**src/rtl/serial_subtractor.sv**
```systemverilog
// Bit-serial WIDTH-bit subtractor (diff = a - b, LSB first) with start/busy/done handshake.
// Optional signed-overflow output ovf is enabled by defining SERIAL_SUB_OVF_EN.
module serial_subtractor #(
  parameter int WIDTH = 8
) (
  input  logic             clk,
  input  logic             rst,
  input  logic             start,
  input  logic [WIDTH-1:0] a,
  input  logic [WIDTH-1:0] b,
  output logic             busy,
  output logic             done,
  output logic [WIDTH-1:0] diff,
  output logic             borrow
`ifdef SERIAL_SUB_OVF_EN
  ,
  output logic             ovf
`endif
);

  localparam int CNT_W = (WIDTH > 1) ? $clog2(WIDTH) : 1;
  localparam logic [CNT_W-1:0] LAST = CNT_W'(WIDTH - 1);

  typedef enum logic [1:0] {IDLE, SHIFT, DONE} state_t;

  state_t           state_q, state_d;
  logic [CNT_W-1:0] cnt_q, cnt_d;
  logic [WIDTH-1:0] a_sh_q, a_sh_d;
  logic [WIDTH-1:0] b_sh_q, b_sh_d;
  logic [WIDTH-1:0] res_q, res_d;
  logic             bin_q, bin_d;
  logic [WIDTH-1:0] diff_q, diff_d;
  logic             borrow_q, borrow_d;
  logic             d_bit, bout;
`ifdef SERIAL_SUB_OVF_EN
  // Operand sign bits are kept because a_sh/b_sh lose them while shifting.
  logic             a_msb_q, a_msb_d;
  logic             b_msb_q, b_msb_d;
  logic             ovf_q, ovf_d;
`endif

  always_comb begin
    state_d  = state_q;
    cnt_d    = cnt_q;
    a_sh_d   = a_sh_q;
    b_sh_d   = b_sh_q;
    res_d    = res_q;
    bin_d    = bin_q;
    diff_d   = diff_q;
    borrow_d = borrow_q;
`ifdef SERIAL_SUB_OVF_EN
    a_msb_d  = a_msb_q;
    b_msb_d  = b_msb_q;
    ovf_d    = ovf_q;
`endif
    d_bit = a_sh_q[0] ^ b_sh_q[0] ^ bin_q;
    bout  = (~a_sh_q[0] & b_sh_q[0]) | (~(a_sh_q[0] ^ b_sh_q[0]) & bin_q);

    case (state_q)
      IDLE, DONE: begin
        state_d = IDLE;
        if (start) begin
          state_d = SHIFT;
          a_sh_d  = a;
          b_sh_d  = b;
          bin_d   = 1'b0;
          cnt_d   = '0;
`ifdef SERIAL_SUB_OVF_EN
          a_msb_d = a[WIDTH-1];
          b_msb_d = b[WIDTH-1];
`endif
        end
      end
      SHIFT: begin
        res_d  = {d_bit, res_q[WIDTH-1:1]};
        a_sh_d = {1'b0, a_sh_q[WIDTH-1:1]};
        b_sh_d = {1'b0, b_sh_q[WIDTH-1:1]};
        bin_d  = bout;
        cnt_d  = cnt_q + CNT_W'(1);
        if (cnt_q == LAST) begin
          state_d  = DONE;
          diff_d   = {d_bit, res_q[WIDTH-1:1]};
          borrow_d = bout;
`ifdef SERIAL_SUB_OVF_EN
          // The final d_bit is the result sign bit.
          ovf_d    = (a_msb_q != b_msb_q) & (d_bit != a_msb_q);
`endif
        end
      end
      default: state_d = IDLE;
    endcase
  end

  always_ff @(posedge clk) begin
    if (rst) begin
      state_q  <= IDLE;
      cnt_q    <= '0;
      a_sh_q   <= '0;
      b_sh_q   <= '0;
      res_q    <= '0;
      bin_q    <= 1'b0;
      diff_q   <= '0;
      borrow_q <= 1'b0;
`ifdef SERIAL_SUB_OVF_EN
      a_msb_q  <= 1'b0;
      b_msb_q  <= 1'b0;
      ovf_q    <= 1'b0;
`endif
    end else begin
      state_q  <= state_d;
      cnt_q    <= cnt_d;
      a_sh_q   <= a_sh_d;
      b_sh_q   <= b_sh_d;
      res_q    <= res_d;
      bin_q    <= bin_d;
      diff_q   <= diff_d;
      borrow_q <= borrow_d;
`ifdef SERIAL_SUB_OVF_EN
      a_msb_q  <= a_msb_d;
      b_msb_q  <= b_msb_d;
      ovf_q    <= ovf_d;
`endif
    end
  end

  assign busy   = (state_q == SHIFT);
  assign done   = (state_q == DONE);
  assign diff   = diff_q;
  assign borrow = borrow_q;
`ifdef SERIAL_SUB_OVF_EN
  assign ovf    = ovf_q;
`endif

endmodule

```
**config.mk**
```make
export PLATFORM = sky130hd
export DESIGN_NAME = serial_subtractor
export DESIGN_NICKNAME = d
export VERILOG_FILES = /design/src/rtl/serial_subtractor.sv
export SDC_FILE = /design/constraint.sdc
export NUM_CORES = 1
export LEC_CHECK = 0
export ABC_CLOCK_PERIOD_IN_PS = 2000
export CAP_MARGIN = 30
export CORE_MARGIN = 2
export CORE_UTILIZATION = 44
export DETAILED_ROUTE_END_ITERATION = 6
export PLACE_DENSITY = 0.69
export SYNTH_ARGS = -nofsm -noshare
export SYNTH_HDL_FRONTEND = slang
export SYNTH_SLANG_ARGS = --single-unit
export TNS_END_PERCENT = 30
```
**constraint.sdc**
```tcl
create_clock -name clk -period 2 [get_ports clk]
set_input_delay 0.4 -clock clk [delete_from_list [all_inputs] [get_ports clk]]
set_output_delay 0.4 -clock clk [all_outputs]
set_load 0.01 [all_outputs]
```
# Word level (Yosys, flattened, before mapping)
# Index checks and enable logic that the tools add are counted.
# classes
muxes	11
reduce_logical	5
add_sub_neg	1
eq_ne	5
n_bitwise	7
# op_table
cell	n
8-bit one-hot mux with 2 select lines	2
8-bit two-way mux	2
3-bit one-hot mux with 2 select lines	1
2-bit one-hot mux with 2 select lines	1
2-bit AND reduction	2
3-bit by 1-bit adder with 3-bit output (second input constant)	1
3-bit equality test (second input constant)	1
3-bit two-way mux	1
1-bit bitwise AND	2
2-bit by 1-bit equality test with 1-bit output (second input constant)	1
2-bit equality test (second input constant)	1
2-bit zero test	1
1-bit two-way mux	2
2-bit two-way mux	1
2-bit by 1-bit != test with 1-bit output (second input constant)	1
2-bit != test (second input constant)	1
1-bit inverter	2
1-bit one-hot mux with 2 select lines	1
2-bit nonzero test	1
2-bit OR reduction	1
1-bit bitwise XOR	2
1-bit bitwise OR	1
# totals
wordCells	37
regBits	39
out_inout_bits	11
inputBits	19

# Logic depth before layout (Yosys ltp)
# logic_depth
depth_word	5
mapped_depth	6
depth_no_buf	5

# Worst setup path after synthesis
# OpenSTA, ideal clock, no wires.
# synth_timing
kind	register to register
startpoint	register cnt_q[0]
endpoint	register state_q[0]
period_less_slack_ns	1.251
arrival_time_ns	1.123
slack_ns	0.749
path_stages_with_launch	6
t_required_ns	1.872
n_path_buf	1
setup_ns	0.128
path_cell_list	dfxtp_1 > ha_1 > ha_1 > buf_1 > o21a_1 > nor2_1
# synth_between
elab_chain_cells	2
# synth_lines
item	line_no	rtl
start, declared	27	logic [CNT_W-1:0] cnt_q, cnt_d;
start signal, assigned	111	cnt_q <= cnt_d;
3-bit equality test	80	if (cnt_q == LAST) begin
2-bit by 1-bit != test with 1-bit output (no line)	-	
end signal, assigned	110	state_q <= state_d;
end, declared	26	state_t state_q, state_d;
# No other way between the ends.
# A chain may end at the register's enable or synchronous reset.

# Final worst setup path
# layout_timing
startpoint	register state_q[0]
endpoint	output busy
# layout_between
elab_chain_cells	1
# layout_lines
item	line_no	rtl
2-bit by 1-bit equality test with 1-bit output	126	assign busy = (state_q == SHIFT);
end, declared	11	output logic busy,
# No other way between the ends.

==> impl_metrics.toml <==
[logic_synthesis]
ys_warn_count = 0
ys_ff_latch = 38
synth_top_family_by_area = "simple AND/OR/NAND/NOR gates"
yosys.cell_count.top_type = "nand2_1"
dominantRegCellSynth = "dfxtp_1"
synthMuxAreaShare_pct = 0
yosysUniqueCellTypes = 21
synth_cells = 189
yosysTopAreaCellShare_pct = 48.9
synthTopCellsByArea = "dfxtp_1, nand2_1, a311oi_1, a21oi_1, nand3_1"
synth_area_um2 = 1560
synth-edff-count = 0
yosysSeqAreaShare_pct = 48.9
yosys.area_share.simple_pct = 24.3
syn_nets = 211
synthXorXnorAreaFrac_pct = 0
synth-async-reset-ratio_pct = 0
synth_common_cells = "nand2_1, dfxtp_1, a21oi_1"
syn_avg_cell_area_um2 = 8.23
synth_compound_area_share_pct = 16.7
synth_adder_area_share_pct = 2.90
synth_area_leader_cell = "dfxtp_1"

[setup_path]
cp-end-kind = "output pin"
r2r_start = "cnt_q[0]"
crit_type = "reg -> out"
reg2reg_to = "diff[3]"
reg2regPathDepth = 5
cp.required_ns = 1.60
crit_end = "busy"
start_kind = "flop"
critPathArrivalTime_ns = 1.47
reg2reg_slack_ns = 0.66
cp_max_fo = 5
cp-startpoint = "state_q[0]"

[global_routing]
use_met2_pct = 30.1
first_global_vias = 1282
use_met3_pct = 5.89
globalRoute.totalOverflow = 0
grt_max_degree = 43
met1_usage_pct = 18.7
grt_pass1_wl_um = 5400
grt_usage_pct = 17.2
grt_busiest_layer = "met2"
antenna_found_initial = 0

[sta]
setup_tns_ns = 0
slew_violations = 0
max_freq_mhz = 535
skew_ns = 0.0172
setup_slack_ns = 0.130
rsz0062_at_grt = "false"
period_needed_ns = 1.87
hold_viol = 0
relSlewSlack_pct = 73.5
worst_pin_slew_ns = 0.397
setup_viol = 0
final.period_utilization_pct = 93.5

[clock_network]
cts_max_path_buffers = 2
cts.sinks = 38
cts_max_level = 2
cts-resized-gates = 0
ctsHoldBuffers = 0
cts_tree = "yes"
clkTransAtPathRegs_ns = 0.12
clk_latency_ns = 0.35
cts_inserted_buffers = 5
cts_setup_buffers = 0
cts_root_buffer = "clkbuf_4"

[die]
die_y_um = 63.5
io_pins = 30
fp-row-count = 21
core_area_um2 = 3360
start_util_pct = 46.2
die_x_um = 63.5
die_area_um2 = 4030

[power_and_ir_drop]
power.leakage_nw = 0.691
vdd_ir_drop_max_mv = 0.338
p_per_area_nw_per_um2 = 782

[layout]
n_antenna_cell = 0
design_area_um2 = 1930
multi_input_area_um2 = 682
n_fill_cell = 339
seq_area_um2 = 761
drive_gt1_share_pct = 7.87
fin_util_pct = 57.3
num-nets-final = 237
area_growth_pct = 23.8

[status]
status = "complete, no violations"

[min_path]
hp-class = "reg -> reg"
hp-start = "diff[5]"

[detailed_routing]
routed_wl_um = 3050
vias = 1330
routedWlPerCell_um = 11.6
antenna_left = 0
dr.pass1.iters = 4
drt_iter0_markers = 34
drc = 0
via_per_inst = 5.08

[place]
dp_slack_ns = 0.350
gp_congestion = 0.742
dpl.hpwl_um = 1990
portBuffers = 29
placement.cell_area_um2 = 1850

[flow_run]
maxCapViolations = 0
## state kept, by name, summed over array words and instances, names as in the netlist
register,cells
a_sh_q,8
b_sh_q,8
bin_q,1
borrow,1
cnt_q,3
diff,8
res_q,7
state_q,2
## cells by family (layout without fill, tap and decap cells)
kind of cell / after synthesis / in the layout
fa+ha+maj: 3 / 3
buf+inv: 19 / 46
flops: 38 / 38
compound gates: 38 / 38
simple gates: 91 / 91
## stage by stage
| stage | power (mW) | hold slack (ns) | instances |
|---|---|---|---|
| global placement | 1.01 | 0.440 | 254 |
| global route | 1.59 | 0.489 | 262 |
| CTS | 1.52 | 0.464 | 262 |
| floorplan | 0.958 | 0.437 | 189 |
| detailed placement | 1.02 | 0.447 | 254 |
| finish | 1.50 | 0.462 | 262 |
## worst min-delay path by stage
stage,end,slack [ns],depth (start not counted)
2_1_floorplan,res_q[1],0.44,2
3_3_place_gp,diff[4],0.44,2
3_5_place_dp,diff[1],0.45,2
4_1_cts,diff[1],0.46,2
5_1_grt,diff[7],0.49,2
6_report,diff[5],0.46,2
## layout by cell type, fill, tap and decap left out
master / instances
a21oi_1: 21
a21oi_2: 1
a311oi_1: 14
a311oi_2: 1
buf_4: 6
bufinv_16: 1
clkbuf_4: 5
clkdlybuf4s50_1: 29
clkinv_2: 3
dfxtp_1: 38
fa_1: 1
ha_1: 2
inv_1: 2
nand2_1: 54
nand2b_1: 4
nand3_1: 14
nand3b_1: 1
nor2_1: 16
nor2b_1: 2
o21a_1: 1
## worst max-delay path, cell delays in order (launching register included)
cell and delay, ns:
dfxtp_1 0.42, nand2b_1 0.11, clkinv_2 0.06, clkdlybuf4s50_1 0.52
## routing by layer
| layer | vias up | wire length, um |
|---|---|---|
| met5 | - | 0 |
| met4 | 0 | 40 |
| met3 | 5 | 143 |
| met2 | 32 | 1490 |
| met1 | 601 | 1370 |
| li1 | 692 | - |
## power by group
part	switching, mW	total [mW]	internal (mW)	leakage, nW
clock network	0.249	0.508	0.259	0.0450
logic	0.0994	0.183	0.0832	0.336
registers	0.0205	0.814	0.794	0.310
## cell type report
| class | count | share of cell area, % |
|---|---|---|
| clock buffers | 5 | 1.95 |
| clock inverters | 3 | 2.08 |
| well taps | 46 | 2.99 |
| inverters | 3 | 0.650 |
| multi-input cells | 132 | 35.4 |
| repair buffers | 35 | 17.4 |
| flip-flops and latches | 38 | 39.5 |
Power figures use the tool's default switching activity.
